**src/rtl/seg7_pkg.sv**
```systemverilog
// Shared constants and types for the seven-segment scan driver.
package seg7_pkg;

    localparam int unsigned NDIG   = 8;
    localparam int unsigned SEG_W  = 8;
    localparam int unsigned DATA_W = 64;

    localparam logic [SEG_W-1:0] SEG_BLANK = 8'hFF;
    localparam logic [NDIG-1:0]  AN_OFF    = 8'hFF;

    // Active-low {dp,g,f,e,d,c,b,a}, dp always off.
    localparam logic [SEG_W-1:0] HEX2SEG [16] = '{
        8'hC0, 8'hF9, 8'hA4, 8'hB0, 8'h99, 8'h92, 8'h82, 8'hF8,
        8'h80, 8'h90, 8'h88, 8'h83, 8'hC6, 8'hA1, 8'h86, 8'h8E
    };

    typedef enum logic {
        DM_HEX = 1'b0,
        DM_RAW = 1'b1
    } disp_mode_e;

    typedef struct packed {
        disp_mode_e          mode;
        logic [DATA_W-1:0]   data;
    } disp_word_t;

endpackage

```
**src/rtl/seg7_hex_dec.sv**
```systemverilog
// Combinational nibble to active-low seven-segment pattern.
module seg7_hex_dec
    import seg7_pkg::*;
(
    input  logic [3:0]       nib_i,
    output logic [SEG_W-1:0] seg_c_o
);

    assign seg_c_o = HEX2SEG[nib_i];

endmodule

```
**src/rtl/seg7_scan_drv.sv**
```systemverilog
// Time-multiplexed 8-digit seven-segment driver with double-buffered frames.
module seg7_scan_drv
    import seg7_pkg::*;
#(
    parameter int unsigned SCAN_DIV = 100000,
    parameter int unsigned DIV_W    = 17
) (
    input  logic        clk,
    input  logic        rstn,
    input  logic [63:0] disp_data_i,
    input  logic        disp_mode_i,
    input  logic        load_i,
    input  logic [7:0]  dig_en_i,
    output logic [7:0]  disp_seg_o,
    output logic [7:0]  disp_an_o,
    output logic        frame_done_o
);

    localparam int unsigned IDX_W = 3;

    logic [DIV_W-1:0] presc_q, presc_d;
    logic [IDX_W-1:0] idx_q, idx_d;
    disp_word_t       act_q, act_d;
    disp_word_t       pend_q, pend_d;
    logic             pend_vld_q, pend_vld_d;
    logic [SEG_W-1:0] seg_q, seg_d;
    logic [NDIG-1:0]  an_q, an_d;
    logic             fd_q, fd_d;

    logic             tick_c;
    logic             swap_c;
    disp_word_t       word_in_c;
    logic [3:0]       nib_c;
    logic [SEG_W-1:0] hex_seg_c;
    logic [SEG_W-1:0] raw_seg_c;

    assign tick_c    = (presc_q == DIV_W'(SCAN_DIV - 1));
    assign swap_c    = tick_c && (idx_q == IDX_W'(NDIG - 1));
    assign word_in_c = '{mode: disp_mode_e'(disp_mode_i), data: disp_data_i};

    // Prescaler, digit index and frame buffers; a load on the swap edge bypasses pending.
    always_comb begin
        presc_d    = presc_q + DIV_W'(1);
        idx_d      = idx_q;
        act_d      = act_q;
        pend_d     = pend_q;
        pend_vld_d = pend_vld_q;
        if (tick_c) begin
            presc_d = '0;
            idx_d   = idx_q + IDX_W'(1);
        end
        if (swap_c) begin
            if (load_i) begin
                act_d = word_in_c;
            end else if (pend_vld_q) begin
                act_d = pend_q;
            end
            pend_vld_d = 1'b0;
        end else if (load_i) begin
            pend_d     = word_in_c;
            pend_vld_d = 1'b1;
        end
    end

    // Segment source for the digit about to be shown, taken from the post-swap frame.
    assign nib_c     = act_d.data[{idx_d, 2'b00} +: 4];
    assign raw_seg_c = act_d.data[{idx_d, 3'b000} +: 8];

    seg7_hex_dec u_hex_dec (
        .nib_i   (nib_c),
        .seg_c_o (hex_seg_c)
    );

    always_comb begin
        seg_d = seg_q;
        an_d  = an_q;
        fd_d  = 1'b0;
        if (tick_c) begin
            fd_d = swap_c;
            if (dig_en_i[idx_d]) begin
                an_d  = ~(NDIG'(1) << idx_d);
                seg_d = (act_d.mode == DM_RAW) ? raw_seg_c : hex_seg_c;
            end else begin
                an_d  = AN_OFF;
                seg_d = SEG_BLANK;
            end
        end
    end

    always_ff @(posedge clk) begin
        if (!rstn) begin
            presc_q    <= '0;
            idx_q      <= IDX_W'(NDIG - 1);
            act_q      <= '0;
            pend_q     <= '0;
            pend_vld_q <= 1'b0;
            seg_q      <= SEG_BLANK;
            an_q       <= AN_OFF;
            fd_q       <= 1'b0;
        end else begin
            presc_q    <= presc_d;
            idx_q      <= idx_d;
            act_q      <= act_d;
            pend_q     <= pend_d;
            pend_vld_q <= pend_vld_d;
            seg_q      <= seg_d;
            an_q       <= an_d;
            fd_q       <= fd_d;
        end
    end

    assign disp_seg_o   = seg_q;
    assign disp_an_o    = an_q;
    assign frame_done_o = fd_q;

endmodule

```
**config.mk**
```make
export PLATFORM = sky130hd
export DESIGN_NAME = seg7_scan_drv
export DESIGN_NICKNAME = d
export VERILOG_FILES = /design/src/rtl/seg7_pkg.sv /design/src/rtl/seg7_hex_dec.sv /design/src/rtl/seg7_scan_drv.sv
export SDC_FILE = /design/constraint.sdc
export NUM_CORES = 1
export LEC_CHECK = 0
export BUFFER_PORTS_ARGS = -buffer_cell sky130_fd_sc_hd__buf_4
export CAP_MARGIN = 20
export CORE_ASPECT_RATIO = 0.9
export CORE_MARGIN = 3
export CORE_UTILIZATION = 59
export CTS_CLUSTER_DIAMETER = 100
export CTS_CLUSTER_SIZE = 12
export DETAILED_ROUTE_END_ITERATION = 10
export PLACE_DENSITY = 0.91
export SLEW_MARGIN = 5
export SYNTH_ARGS = -nofsm -noshare
export SYNTH_HDL_FRONTEND = slang
export SYNTH_SLANG_ARGS = --single-unit
```
**constraint.sdc**
```tcl
create_clock -name clk -period 5.59 [get_ports clk]
set_clock_uncertainty 0.2 [all_clocks]
set_input_delay 0.559 -clock clk [delete_from_list [all_inputs] [get_ports clk]]
set_output_delay 0.559 -clock clk [all_outputs]
set_load 0.005 [all_outputs]
```
==> summary.md, run 1 <==
| Metric | Value |
|---|---|
| Setup crit end kind | flip-flop |
| Pwr Density | 253 nW/µm² |
| Crit path cell chain | ha_1 -> nand4_1 -> nor4_4 -> mux2i_4 -> nand2_1 -> a21oi_1 -> nor2_1 -> a32o_1 -> inv_1 -> ha_1 -> inv_1 -> nand2_1 -> nor2_1 -> a2111oi_1 -> nor3_1 |
| Hold path startpoint | disp_data_i[63] |
| Drt wl/cell | 19.3 µm |
| Minimum clock period | 4.87 ns |
| Leakage | 3.60 nW |
| RSZ-0062 raised after global routing | false |
| CTS Root Cell | clkbuf_16 |
| Initial DRC Count | 958 |
| Core Footprint | between 10000 and 15000 µm² |
| CP startpoint | presc_q[0] |
| Hold violation total from the final report | 0 |
| Drt pass-1 iters | 6 |
| Max capacitance violation total | 0 |
| Sum Neg Setup Slack | 0 ns |
| Worst setup SP type | flip-flop |
| Mux share of post-synthesis cell area | 2.12% |
| Syn Std Cell Area | 8500 µm² |
| TritonCTS clock tree | done |
| H-tree depth | 4 |
| Synth cell types | 61 |
| Multi-input logic area | between 4000 and 5000 µm² |
| Register bit total from synthesis | approximately 170 |
| TritonCTS buffer count | 17 |
| Synthesis warning total | 0 |
| Synth top area cells | dfxtp_1 40%, nand2_1 8.2%, a21oi_1 7.7% |
| Synth async-reset ratio | 0% |
| Overflow after GRT | 0 |
| ANT cells | 0 |
| Synthesis-to-layout area growth | 14.8% |
| Chip height | about 120 µm |
| Cells after Synth | 1070 |
| Max-slew violation count | 0 |
| Most frequent cells in the layout | 184 x nand2_1, 167 x dfxtp_1, 131 x a21oi_1, 111 x buf_4, 72 x nor2_1 |
| Vias | 8571 |
| Clock Latency Late Sink | 0.43 ns |
| Achievable Freq | 0.206 GHz |
| Top Ports | 93 |
| Setup violators final | 0 |
| Post-synthesis sequential area ratio | 39.6% |
| Post-CTS Setup Repair Bufs | 0 |
| Starting density of the core | 62.0% |
| Worst Hold Class | input port to flip-flop |
| CTS resizes | 0 |
| TritonCTS Sinks | approximately 170 |
| Vias/cell | 6.52 |
| Hold_buf cts | 0 |
| Number of global-route vias before repair | 7903 |
| Status | completed |
| Critical-path maximum fanout | 20 |
| R2r startpoint | presc_q[0] |
| Delay of the slowest cell on the worst path | 0.89 ns |
| First-pass GRT wire length | slightly above 40 mm |
| Avg Inst Size Synth | 7.94 µm² |
| Worst rel slew slack | 33.3% |
| Buf/Inv on CP | 2 |
| Main combinational cell family by area after synthesis | simple AND/OR/NAND/NOR gates |
| Synth Area in Simple Gates | 26.7% |
| # rows | 40 |
| Filler instances | 1095 |
| Critical Path Slowest Stage Cell | nor4_4 |
| Area share of the largest cell type after synthesis | 39.6% |
| Slack of the critical path | 0.724 ns |
| Largest net degree at the start of global routing | 86 |
| Worst EP required | roughly 5.7 ns |
| Post-synthesis compound-gate area fraction | around a quarter |
| DRC Markers | 0 |
| Clock Pin Slew Worst Setup and Hold Paths | approximately 0.07 ns |
| Final Wtd Congestion | 0.924 |
| Most common cell after layout, fill and taps aside | nand2_1 |
| Synth Area in Adders | 1.33% |
| Critical path arrival | 4.98 ns |
| FF/Latch Area | 3360 µm² |
| Final cycle utilization of the critical path | 87.0% |
| Delay-heaviest family, CP | simple AND/OR/NAND/NOR gates |
| Detail Route Antenna Nets | 0 |
| Least-Margin Pin Slew | 1.00 ns |
| Nets | around 1200 |
| EDFF count, synth | 0 |
| Die ar. | 15900 µm² |
| Synth Net Count | 1155 |
| GRT Resource Usage Total | 31.9% |
| Crit Path Class | flip-flop to flip-flop |
| Post-synth top flop | dfxtp_1 |
| PortBufs | 92 |
| Synth Area in XOR/XNOR | 1.83% |
| Synth area leader | dfxtp_1 |
| Peak VDD IR | between 0.2 and 0.25 mV |
| Share of cells above drive strength 1 | 14.7% |
| Post-DP HPWL | around 16 mm |
| DP Worst Slack | just under 0.8 ns |
| Chip Width | 133 µm |
| Clock buffer depth | 2 |
| Routed WL | 25.4 mm |
| Initial antenna violation count | 0 |
[path summary, 6_finish.rpt]
check             endpoint  slack, ns  cells after the start
max          disp_seg_o[2]       0.72                     15
min             pend_q[63]       0.18                      3
max reg2reg  disp_seg_o[2]       0.72                     15
min reg2reg     pend_q[62]       0.26                      2
[cells in the mapped netlist, types with 3 or more instances]
master    count
o221ai_1      4
o22ai_1      14
buf_6         3
a32oi_1       5
and3_1        6
clkbuf_1     61
nand3_1      43
nand2_1     186
a21o_1        3
a31oi_1      12
a211oi_1      5
a221o_1      43
ha_1          9
a21oi_1     131
dfxtp_1     168
or3_1         5
and2_1       53
mux2i_1      12
buf_1         4
xnor2_1       5
inv_1        12
a221oi_1     12
nor2b_1       4
nor2_1       72
o21ai_0      17
a41oi_1       6
nand4_1      24
o31ai_1       5
o211ai_1      6
buf_2        20
a22oi_1      13
nor3_1       16
xor2_1        9
nand2b_1     41
[flip-flops by register name, summed over array words and instances (netlist names)]
register	cells
pend_q	65
idx_q	3
frame_done_o	1
act_q	65
pend_vld_q	1
disp_an_o	8
disp_seg_o	8
presc_q	17
[tightest hold or removal path: stages]
cell and delay (ns):
buf_4 0.11, nand2_1 0.05, a21oi_1 0.05
[per-layer routing]
metal,vias up,global-route usage [%],share of wire [%]
li1,3908,-,-
met1,4059,44.6,42
met2,549,48.2,45
met3,55,7.84,11
met4,0,11.0,1.9
met5,-,0,0
[per-stage QoR]
step	power (mW)	util (%)	area, µm²	hold WS [ns]	cells
2_1_floorplan	1.35	-	8500	0.230	1070
3_3_place_gp	1.42	67.2	9220	0.242	1282
3_5_place_dp	1.43	67.2	9220	0.247	1282
4_1_cts	2.47	71.1	9740	0.175	1314
5_1_grt	2.54	71.2	9760	0.175	1315
6_report	2.47	71.2	9760	0.178	1315
[kinds of logic (layout without fill, tap and decap cells)]
logic type	count (synthesis)	in the layout
compound gates	295	295
fa+ha+maj	9	9
buf+inv	100	156
flops	168	168
mux	17	17
xor+xnor	16	16
simple gates	465	465
[layout make-up]
cell class | count | area share [%]
clock buffer | 20 | 4.58
clock inverter | 12 | 0.821
inverter | 12 | 0.462
multi-input combinational | 802 | 48.6
sequential | 168 | 34.5
tap | 189 | 2.42
timing repair buffer | 112 | 8.69
[power by group]
part / switching (mW) / internal, mW / total, mW
Combinational: 0.0970 / 0.0670 / 0.164
Clock: 0.486 / 0.575 / 1.06
Sequential: 0.0206 / 1.23 / 1.25
No activity file was read; power rests on OpenSTA's default activity.
==> inputs of run 2 (changes only) <==
--- a/config.mk
+++ b/config.mk
@@ -9,11 +9,11 @@
 export CAP_MARGIN = 20
 export CORE_ASPECT_RATIO = 0.9
 export CORE_MARGIN = 3
-export CORE_UTILIZATION = 59
+export CORE_UTILIZATION = 30
 export CTS_CLUSTER_DIAMETER = 100
 export CTS_CLUSTER_SIZE = 12
 export DETAILED_ROUTE_END_ITERATION = 10
-export PLACE_DENSITY = 0.91
+export PLACE_DENSITY = 0.57
 export SLEW_MARGIN = 5
 export SYNTH_ARGS = -nofsm -noshare
 export SYNTH_HDL_FRONTEND = slang
==> run 2 against run 1 <==
Compared with the run above: via count down 4.7%; worst setup slack worse by 0.15 ns; routed wire length up 11%; cell count grew 13%; first-iteration DRC count decreased by 7.6%; design area is 3.1% higher; flip-flop and latch count stayed put; register-to-register slack got worse by 0.15 ns; critical path depth down 2; clock power is 15% higher.
==> summary.md, run 2 (same netlist as run 1, synthesis figures left out) <==
| Metric | Value |
|---|---|
| Worst Hold Class | input port to flip-flop |
| Routed WL | 28.2 mm |
| Overflow after GRT | 0 |
| # rows | 57 |
| Final Wtd Congestion | 0.867 |
| DP Worst Slack | 0.606 ns |
| Max capacitance violation total | 0 |
| Worst EP required | 5.72 ns |
| Max-slew violation count | 0 |
| Slack of the critical path | 0.577 ns |
| Drt wl/cell | 19.0 µm |
| Status | completed |
| Hold violation total from the final report | 0 |
| Core Footprint | 27500 µm² |
| CTS resizes | 0 |
| Setup crit end kind | flip-flop |
| Initial DRC Count | 885 |
| Hold EP | pend_q[63] |
| Setup violators final | 0 |
| Achievable Freq | roughly 0.2 GHz |
| Number of global-route vias before repair | around 7600 |
| Post-DP HPWL | around 19 mm |
| Non-filler instance count after layout | 1481 |
| Placed inst area | 9420 µm² |
| Crit Path Class | flip-flop to flip-flop |
| TritonCTS buffer count | 17 |
| DRC Markers | 0 |
| Starting density of the core | about 31% |
| Chip height | 166 µm |
| H-tree depth | 4 |
| Largest net degree at the start of global routing | 86 |
| Reg2reg path depth | 13 |
| Initial antenna violation count | 0 |
| Crit path cell chain | ha_1 -> nand4_1 -> nor4_4 -> xor2_2 -> nor2_2 -> a22oi_1 -> a22oi_1 -> inv_1 -> ha_1 -> mux2i_1 -> mux2_4 -> nor2_1 -> o22a_1 |
| Pwr Density | 262 nW/µm² |
| Buf/Inv on CP | 1 |
| Synthesis-to-layout area growth | 18.4% |
| Hold Path Stages | 3 |
| Peak VDD IR | 0.204 mV |
| Regs by FF count | act_q (65), pend_q (65), presc_q (17) |
| TritonCTS Sinks | 168 |
| Share of cells above drive strength 1 | between 10 and 15% |
| Vias | around 8200 |
| Nets | 1199 |
| Worst rel slew slack | a little under a third |
| Delay of the slowest cell on the worst path | 0.79 ns |
| Drt pass-1 iters | 5 |
| PortBufs | 92 |
| Hold path startpoint | disp_data_i[63] |
| Chip Width | 183 µm |
| Fin area | 10100 µm² |
| Final core utilization | between 30 and 40% |
| Final cycle utilization of the critical path | 89.7% |
| Setup slack, reg-to-reg | 0.58 ns |
| Clock buffer depth | 2 |
| GRT Resource Usage Total | between 15 and 20% |
| Die ar. | 30400 µm² |
| First-pass GRT wire length | 44.8 mm |
| Clock Latency Late Sink | about 0.43 ns |
| Most common cell after layout, fill and taps aside | nand2_1 |
| Detail Route Antenna Nets | 0 |
| Clock Pin Slew Worst Setup and Hold Paths | 0.07 ns |
| Least-Margin Pin Slew | 1.03 ns |
| Delay-heaviest family, CP | simple AND/OR/NAND/NOR gates |
| Critical path arrival | ~5 ns |
| Worst setup SP type | flip-flop |
| Leakage | ~3.7 nW |
| Hold_buf cts | 0 |
| Sum Neg Setup Slack | 0 ns |
| Reg2reg end | disp_seg_o[0] |
| RSZ-0062 raised after global routing | false |
| Top Ports | 93 |
| CTS Root Cell | clkbuf_16 |
| ANT cells | 0 |
| Cells after DPL | 1447 |
| Critical-path maximum fanout | 16 |
| Minimum clock period | 5.01 ns |
| Most frequent cells in the layout | 184 x nand2_1, 167 x dfxtp_1, 131 x a21oi_1, 111 x buf_4, 72 x nor2_1 |
| Critical Path Slowest Stage Cell | nor4_4 |
| R2r startpoint | presc_q[0] |
| Vias/cell | around 5.5 |
| TritonCTS clock tree | done |
| Post-CTS Setup Repair Bufs | 0 |
| CP startpoint | presc_q[0] |
[run 2: cell count changes in the layout (fill, tap and decap cells not counted)]
cell,before,now
inv_6,0,1
clkbuf_8,1,4
buf_6,0,1
clkinvlp_4,5,3
bufinv_16,0,2
buf_16,0,1
buf_8,1,0
clkinv_2,5,1
[run 2: final cells by class]
type	instances	area [µm²]
fillers	2799	17400
multi-input cells	802	4740
flip-flops and latches	168	3360
repair buffers	113	872
clock buffers	23	488
well taps	354	443
clock inverters	9	114
inverters	12	45.0
[run 2: power by group]
group | internal [mW] | switching [mW]
Clock | 0.709 | 0.512
Sequential | 1.22 | 0.0202
Combinational | 0.0686 | 0.101
Total | 2.00 | 0.633
[run 2: worst min-delay path: cells and delay by family]
family / cells / cell delay [ns]
AOI/OAI and AO/OA: 1 / 0.05
buffers and inverters: 1 / 0.11
and+or+nand+nor: 1 / 0.05
[run 2: per-layer routing]
layer / part of all wire (%) / routed length (µm) / track usage (%)
met3: 6.3 / 1770 / 3.73
met1: 51 / 14300 / 28.9
met4: 1.4 / 394 / 4.27
met2: 42 / 11700 / 25.5
met5: 0 / 0 / 0
[run 2: worst max path at each step]
stage / slack (ns) / to / cells past startpoint
final: 0.58 / disp_seg_o[0] / 13
after global routing: 0.20 / disp_seg_o[0] / 13
after CTS: 0.57 / disp_seg_o[0] / 13
after detailed placement: 0.61 / disp_seg_o[0] / 13
after global placement: 0.70 / disp_seg_o[0] / 13
after floorplan: 1.59 / disp_seg_o[0] / 14
[run 2: stage by stage]
step | hold WS, ns | power, mW
global route | 0.167 | 2.73
global placement | 0.243 | 1.44
CTS | 0.167 | 2.65
detailed placement | 0.248 | 1.44
floorplan | 0.230 | 1.35
finish | 0.179 | 2.63
